===== src/rtl/mul_multicycle_if.sv =====
// Handshake and operand bundle between the EX stage and the iterative multiplier.
// The pipeline side is the master; the multiplier is the slave.
interface mul_multicycle_if #(
  parameter int WIDTH = 32
);
  logic               start_i;
  logic               annul_i;
  logic               signed_mul_i;
  logic [1:0]         mode_i;
  logic [WIDTH-1:0]   opdata1_i;
  logic [WIDTH-1:0]   opdata2_i;
  logic [2*WIDTH-1:0] acc_i;
  logic               busy_o;
  logic [2*WIDTH-1:0] result_o;
  logic               ready_o;

  modport master (
    output start_i, annul_i, signed_mul_i, mode_i, opdata1_i, opdata2_i, acc_i,
    input  busy_o, result_o, ready_o
  );

  modport slave (
    input  start_i, annul_i, signed_mul_i, mode_i, opdata1_i, opdata2_i, acc_i,
    output busy_o, result_o, ready_o
  );
endinterface


===== src/rtl/mul_multicycle.sv =====
// Iterative sign-magnitude multiplier retiring STEP multiplier bits per cycle,
// with optional accumulate (MADD) or subtract-from-accumulator (MSUB).
//
// state | meaning
// IDLE  | waiting for start_i without annul_i; operands captured on accept
// CALC  | shift-add, STEP bits per cycle, N = WIDTH/STEP cycles
// SIGN  | negate the magnitude product when the operand signs differ
// ACC   | fold the accumulator in according to mode; raise ready_o
// DONE  | hold result while start_i stays high
module mul_multicycle #(
  parameter int WIDTH = 32,
  parameter int STEP  = 2
) (
  input  logic             clk,
  input  logic             rst,
  mul_multicycle_if.slave  bus
);
  localparam int N  = WIDTH / STEP;
  localparam int CW = $clog2(N + 1);
  localparam int W2 = 2 * WIDTH;
  localparam logic [WIDTH-1:0] ONE_W  = 1;
  localparam logic [W2-1:0]    ONE_W2 = 1;

  typedef enum logic [2:0] {IDLE, CALC, SIGN, ACC, DONE} state_t;

  state_t            state, state_nxt;
  logic [W2-1:0]     mcand, product, acc, result;
  logic [WIDTH-1:0]  mplier;
  logic [1:0]        mode;
  logic              neg, ready;
  logic [CW-1:0]     cnt;

  logic              accept, op_zero, calc_last;
  logic [WIDTH-1:0]  mag1, mag2;
  logic [W2-1:0]     partial, acc_sum;

  assign accept    = bus.start_i & ~bus.annul_i;
  assign op_zero   = (bus.opdata1_i == '0) | (bus.opdata2_i == '0);
  assign calc_last = (cnt == CW'(N - 1));

  // Two's complement of the most negative value still fits as an unsigned magnitude.
  assign mag1 = (bus.signed_mul_i & bus.opdata1_i[WIDTH-1]) ? (~bus.opdata1_i + ONE_W) : bus.opdata1_i;
  assign mag2 = (bus.signed_mul_i & bus.opdata2_i[WIDTH-1]) ? (~bus.opdata2_i + ONE_W) : bus.opdata2_i;

  assign partial = mcand * W2'(mplier[STEP-1:0]);

  always_comb begin
    case (mode)
      2'b01:   acc_sum = acc + product;
      2'b10:   acc_sum = acc - product;
      default: acc_sum = product;
    endcase
  end

  always_ff @(posedge clk or negedge rst) begin
    if (!rst) state <= IDLE;
    else      state <= state_nxt;
  end

  always_comb begin
    state_nxt = state;
    case (state)
      IDLE: if (accept) state_nxt = op_zero ? ACC : CALC;
      CALC: begin
        if (bus.annul_i)     state_nxt = IDLE;
        else if (calc_last)  state_nxt = SIGN;
      end
      SIGN: state_nxt = bus.annul_i ? IDLE : ACC;
      ACC:  state_nxt = bus.annul_i ? IDLE : DONE;
      DONE: if (!bus.start_i) state_nxt = IDLE;
      default: state_nxt = IDLE;
    endcase
  end

  always_ff @(posedge clk or negedge rst) begin
    if (!rst) begin
      mcand   <= '0;
      mplier  <= '0;
      product <= '0;
      acc     <= '0;
      mode    <= '0;
      neg     <= 1'b0;
      cnt     <= '0;
      result  <= '0;
      ready   <= 1'b0;
    end else begin
      case (state)
        IDLE: begin
          ready  <= 1'b0;
          result <= '0;
          if (accept) begin
            mcand   <= W2'(mag1);
            mplier  <= mag2;
            neg     <= bus.signed_mul_i & (bus.opdata1_i[WIDTH-1] ^ bus.opdata2_i[WIDTH-1]);
            mode    <= bus.mode_i;
            acc     <= bus.acc_i;
            product <= '0;
            cnt     <= '0;
          end
        end
        CALC: if (!bus.annul_i) begin
          product <= product + partial;
          mcand   <= mcand << STEP;
          mplier  <= mplier >> STEP;
          cnt     <= cnt + CW'(1);
        end
        SIGN: if (!bus.annul_i && neg) product <= ~product + ONE_W2;
        ACC: if (!bus.annul_i) begin
          result <= acc_sum;
          ready  <= 1'b1;
        end
        DONE: if (!bus.start_i) begin
          ready  <= 1'b0;
          result <= '0;
        end
        default: ;
      endcase
    end
  end

  assign bus.busy_o   = (state == CALC) | (state == SIGN) | (state == ACC);
  assign bus.result_o = result;
  assign bus.ready_o  = ready;
endmodule


===== src/flat_wrapper.sv =====
// flat-port wrapper written by rule: the top's interface ports become plain ports
module mul_multicycle_flat 
#(
  parameter int WIDTH = 32,
  parameter int STEP  = 2
)
  (clk, rst, bus_start_i, bus_annul_i, bus_signed_mul_i, bus_mode_i, bus_opdata1_i, bus_opdata2_i, bus_acc_i, bus_busy_o, bus_result_o, bus_ready_o);
  mul_multicycle_if #(.WIDTH(WIDTH)) bus_i ();
  input  logic clk;
  input  logic rst;
  input wire logic [$bits(bus_i.start_i)-1:0] bus_start_i;
  input wire logic [$bits(bus_i.annul_i)-1:0] bus_annul_i;
  input wire logic [$bits(bus_i.signed_mul_i)-1:0] bus_signed_mul_i;
  input wire logic [$bits(bus_i.mode_i)-1:0] bus_mode_i;
  input wire logic [$bits(bus_i.opdata1_i)-1:0] bus_opdata1_i;
  input wire logic [$bits(bus_i.opdata2_i)-1:0] bus_opdata2_i;
  input wire logic [$bits(bus_i.acc_i)-1:0] bus_acc_i;
  output wire logic [$bits(bus_i.busy_o)-1:0] bus_busy_o;
  output wire logic [$bits(bus_i.result_o)-1:0] bus_result_o;
  output wire logic [$bits(bus_i.ready_o)-1:0] bus_ready_o;
  assign bus_i.start_i = bus_start_i;
  assign bus_i.annul_i = bus_annul_i;
  assign bus_i.signed_mul_i = bus_signed_mul_i;
  assign bus_i.mode_i = bus_mode_i;
  assign bus_i.opdata1_i = bus_opdata1_i;
  assign bus_i.opdata2_i = bus_opdata2_i;
  assign bus_i.acc_i = bus_acc_i;
  assign bus_busy_o = bus_i.busy_o;
  assign bus_result_o = bus_i.result_o;
  assign bus_ready_o = bus_i.ready_o;
  mul_multicycle #(.WIDTH(WIDTH), .STEP(STEP)) u_core (.clk(clk), .rst(rst), .bus(bus_i));
endmodule

===== config.mk =====
export PLATFORM = sky130hd
export DESIGN_NAME = mul_multicycle_flat
export DESIGN_NICKNAME = d
export VERILOG_FILES = /design/src/rtl/mul_multicycle_if.sv /design/src/rtl/mul_multicycle.sv /design/src/flat_wrapper.sv
export SDC_FILE = /design/constraint.sdc
export NUM_CORES = 1
export LEC_CHECK = 0
export CORE_MARGIN = 2
export CORE_UTILIZATION = 35
export DETAILED_ROUTE_END_ITERATION = 8
export PLACE_DENSITY_LB_ADDON = 0.08
export SETUP_SLACK_MARGIN = 0.15
export SLEW_MARGIN = 20
export SYNTH_ARGS = -nofsm -noshare
export SYNTH_HDL_FRONTEND = slang
export SYNTH_SLANG_ARGS = --single-unit
export TNS_END_PERCENT = 5

===== constraint.sdc =====
create_clock -name clk -period 8 [get_ports clk]
set_clock_uncertainty 0.1 [all_clocks]
set_input_delay 2 -clock clk [delete_from_list [all_inputs] [get_ports clk]]
set_output_delay 2 -clock clk [all_outputs]
set_load 0.02 [all_outputs]

# == Word-level counts from Yosys, hierarchy flattened ==
# Cells that the tools add are included.
# classes
n_reduce_logical,13
n_bitwise,12
n_addsub,7
order_cmp,0
shift,0
div_mod_pow,0
n_eq_ne,13
n_mul,1
n_mux,30
# ops
cell,count
$mux 64,7
$pmux 64 s3,2
$pmux 64 s2,2
$add 64x64->64,2
$mux 32,4
$add 32x1->32 const B,2
$add 64x1->64 const B,1
$logic_not 32->1,2
$mul 64x2->64,1
$not 32->32,2
$not 64->64,1
$pmux 32 s2,1
$sub 64x64->64,1
$mux 3,5
$pmux 3 s5,1
$mux 5,2
$pmux 5 s2,1
$reduce_and 3->1,3
$eq 3x2->1 const B,2
$ne 2x2->1 const B,3
$reduce_bool 3->1,2
$add 5x1->5 const B,1
$eq 5x4->1 const B,1
$and 1x1->1,4
other kinds (18),23
# totals
memories,0
latchBits,0
register_bits,300
elab_cells,86
ramBits,0
mem_bits_ro,0

# == Depth between registers and ports, before layout ==
# logic_depth
ltp_word,5
depth_mapped,22
mapped_depth_nobuf,20

# == Worst setup path after synthesis ==
# Ideal clock, no wire load.
# synth_path
path_type,register to register
start,register u_core.product[16]
end,register u_core.result[63] (netlist: u_core.bus.result_o[63])
path_stages_with_launch,19
setup_time_ps,134
arrival_ps,4807
path_buffers,0
slack_ps,2959
period_less_slack_ps,5041
t_required_ps,7766
path_cell_list,dfrtp_1 > or4_4 > nand4b_4 > nor4_4 > nand4_4 > or3_4 > or4_4 > nor2b_4 > xnor2_1 > ha_1 > a21o_1 > a21o_1 > a21o_1 > a21o_1 > a2111oi_0 > or2_2 > mux2i_1 > a222oi_1 > o21ai_1
# synth_between
elab_chain_cells,4
word_cells_on_any_way,5
cone_classes,add/sub (2); mux (3)
# synth_rtl
item,line,text
start: declaration,mul_multicycle.sv:27,"logic [W2-1:0] mcand, product, acc, result;"
start signal: assignment,mul_multicycle.sv:102,product <= product + partial;
start signal: assignment,mul_multicycle.sv:107,SIGN: if (!bus.annul_i && neg) product <= ~product + ONE_W2;
$sub 64x64->64 or $add 64x64->64 (tied branches),"mul_multicycle.sv:50, mul_multicycle.sv:49",
$pmux 64 s2 (*),mul_multicycle.sv:48,case (mode)
$mux 64 (*),mul_multicycle.sv:108,ACC: if (!bus.annul_i) begin
$pmux 64 s3 (*),mul_multicycle.sv:87,case (state)
end signal: assignment,mul_multicycle.sv:109,result <= acc_sum;
end: declaration,mul_multicycle.sv:27,
# Every way passes the cells marked *; elsewhere a longest branch is shown, timed or not. The select of a mux whose other input is x is not followed.
# A chain may end at the register's enable or synchronous reset.

# == Final worst setup path ==
# layout_path
start,register u_core.product[4]
end,register u_core.result[44] (netlist: u_core.bus.result_o[44])
# Same word-level chain as after synthesis.

==> metrics.cfg <==
[outcome]
status=finished, final reports clean

[yosys]
syn_avg_cell_area_um2=7.60
synth-edff-count=0
synth_top_area_share_pct=29.3
ys_ff_latch=300
syn_inst=3368
synth_most_common_cell=nand2_1
synth_cell_types=85
yosysSeqAreaShare_pct=29.3
ys_async_sr_fraction_pct=100
synth_commonest_cells=nand2_1 (642), a21oi_1 (320), dfrtp_1 (300), o21ai_0 (286), nor2_1 (239)
syn_area_um2=25600
syn-num-nets=3699
synth_warnings=0
synth.area.top_cells=dfrtp_1 (29%), nand2_1 (9.4%), ha_1 (6.4%)
yosysTopAreaCell=dfrtp_1
ys.flop_type=dfrtp_1

[critical_path]
required_ns=8.32
r2r_cells=19
cp.arrival_ns=6.69
reg2reg_from=u_core.product[4]$_DFFE_PN0P_
cp_slowest_stage_delay_ns=0.73
cp.depth=19
endpoint=u_core.bus.result_o[44]$_DFFE_PN0P_
critical_path_class=flop to flop
crit_buf_inv=0
worstSetupStartpoint=u_core.product[4]$_DFFE_PN0P_
startpoint_type=flop
worstSetupEndpointType=flop
crit_chain=nor3_1, nand2_1, nor3_1, nand3_1, nor2_1, nand2_1, nor3_1, nor2_1, xnor2_1, ha_1, nand2_1, or3_1, nor2_1, a311oi_1, o41ai_2, a21oi_1, o31ai_1, xnor2_1, o21ai_0
reg2reg_slack_ns=1.63
worst_r2r_endpoint=u_core.bus.result_o[44]$_DFFE_PN0P_
slowest_stage=o41ai_2
crit_family=simple AND/OR/NAND/NOR gates
crit_fanout=8

[routing]
drtIter0Drc=1880
totalWireLength_um=88400
drc=0
route.met3.wl_um=4580
top_layer=met4
wl_met1_um=47900
vias_per_cell=5.40
wl_per_cell_um=20.0
drtAntennaViolNets=0
vias=23902
dr.pass1.iters=5
wl_met2_um=34700

[min_path]
worstHoldPathType=flop to flop
hold_start=u_core.mplier[7]$_DFFE_PN0P_

[final_layout]
register_area_um2=7510
fillers=7347
antennaDiodeCount=0
layout-drive-gt1-share_pct=3.95
fin_util_pct=40.8
post-route-cell-area_um2=29700
multiInputGateArea_um2=16500
area_delta_synth_final_pct=15.9
final_nets=3766

[floorplanning]
chipHeight_um=275
io_pins=201
initial_core_util_pct=35.2
die-area_um2=75400
core_area_um2=72700
rows=99
die_w_um=275

[power_and_ir_drop]
vdd_drop_max_mv=0.144
clkPwrFrac_pct=26.5
power_density_nw_per_um2=244
pwr-share-comb_pct=47.6
p_sw_share_pct=43.8
pwr-share-seq_pct=25.9
intPower_mw=4.08
leakagePower_nw=13.2
power_switching_mw=3.17

[cts]
root_buffer=clkbuf_16
clockBufferDepth=3
numCtsBuffers=40
cts_num_sinks=300
cts_resized=0
cts_tree=done
htreeDepth=2
path_clk_slew_ns=0.06
postCtsSetupBuffers=0
cts_hold_buf=0
clock_latency_ns=0.58

[global_route]
overflow=0
grt_pass1_vias=23301
grt_first_pass_wirelength_um=138000
grt_max_degree=119
grt_util_all_layers_pct=23.4
grt_antenna_before_repair=0

[timing]
max_freq_mhz=157
finalCritPeriodShare_pct=79.7
min_period_ns=6.37
hold_viol=0
grt_setup_unrepaired=false
finalSetupViolCount=0
whs_ns=0.380
worst_pin_slew_ns=1.06
tns_ns=0
slew_violations=0
maxSlewHeadroom_pct=29.1

[placed_design]
dpl-instance-area_um2=28300
io_buffers=200
hpwl_um=67900
gp_congestion=0.883

[run]
max-cap-violations=0

## power groups by stage
stage | registers [mW] | clock network [mW] | logic (mW)
3_5_place_dp | 1.90 | 0 | 3.40
2_1_floorplan | 1.78 | 0 | 2.50
4_1_cts | 1.88 | 1.98 | 3.42
5_1_grt | 1.90 | 2.04 | 3.86
3_3_place_gp | 1.90 | 0 | 3.42
6_report | 1.88 | 1.92 | 3.46
## stage by stage
step | total power [mW] | instances | setup WS, ns
after CTS | 7.28 | 4424 | 1.67
after global routing | 7.80 | 4424 | 0.935
after floorplan | 4.29 | 3368 | 2.96
final | 7.25 | 4424 | 1.63
after detailed placement | 5.30 | 4352 | 1.71
after global placement | 5.32 | 4352 | 1.81
## sequential cells by signal (all words and copies together) (netlist names)
signal               cells
u_core.acc              64
u_core.bus.result_o     64
u_core.mcand            64
u_core.product          64
u_core.mplier           32
u_core.cnt               5
u_core.state             3
u_core.mode              2
u_core.bus.ready_o       1
u_core.neg               1
## worst min path at each step
stage,slack [ns],depth (start not counted),endpoint
floorplan,0.34,2,u_core.neg$_DFFE_PN0P_
global placement,0.36,2,u_core.mplier[3]$_DFFE_PN0P_
detailed placement,0.37,2,u_core.mplier[7]$_DFFE_PN0P_
CTS,0.38,2,u_core.mplier[7]$_DFFE_PN0P_
global route,0.41,2,u_core.mplier[12]$_DFFE_PN0P_
finish,0.38,2,u_core.mplier[7]$_DFFE_PN0P_
## tightest hold or removal path: stages, from the launching register on
cell and delay, ns:
dfrtp_1 0.34, nand2_1 0.05, o21ai_0 0.06
## kinds of logic (layout without fill, tap and decap cells)
logic type | after synthesis | in the layout | synth area share, %
AO/OA/AOI/OAI | 987 | 987 | 23.4
flip-flops | 300 | 300 | 29.3
buffers and inverters | 427 | 524 | 6.32
adder cells (fa/ha/maj) | 196 | 196 | 11.5
AND/OR/NAND/NOR | 1225 | 1225 | 21.5
XOR/XNOR | 224 | 224 | 7.69
multiplexers | 9 | 9 | 0.357
## routing by layer
layer | global-route usage [%] | up-vias
met3 | 2.95 | 65
met4 | 4.18 | 0
met5 | 0 | -
li1 | - | 11824
met2 | 32.4 | 615
met1 | 38.0 | 11398
## placed cells by master (no fill, tap or decap), types with 10 or more instances in the layout
master,count
a211oi_1,18
a21o_1,72
a21oi_1,319
a22o_1,21
a22oi_1,37
a31oi_1,20
a32oi_1,10
and2_1,20
and3_1,16
buf_4,21
clkbuf_16,41
clkdlybuf4s50_1,199
dfrtp_1,298
fa_1,64
ha_1,131
inv_1,229
nand2_1,640
nand2b_1,20
nand3_1,32
nand4_1,38
nor2_1,239
nor2b_1,16
nor3_1,92
nor4_1,25
o211ai_1,14
o21a_1,20
o21ai_0,286
o21ai_1,10
o21bai_1,28
o22ai_1,31
o31ai_1,21
or3_1,28
xnor2_1,150
xor2_1,73
## cell type report
cell class / instances / share of cell area, %
well taps: 959 / 4.04
clock inverters: 19 / 0.771
flip-flops and latches: 300 / 25.3
inverters: 229 / 2.90
clock buffers: 53 / 3.91
repair buffers: 223 / 7.40
multi-input cells: 2641 / 55.7
No activity file was read; power rests on OpenSTA's default activity.
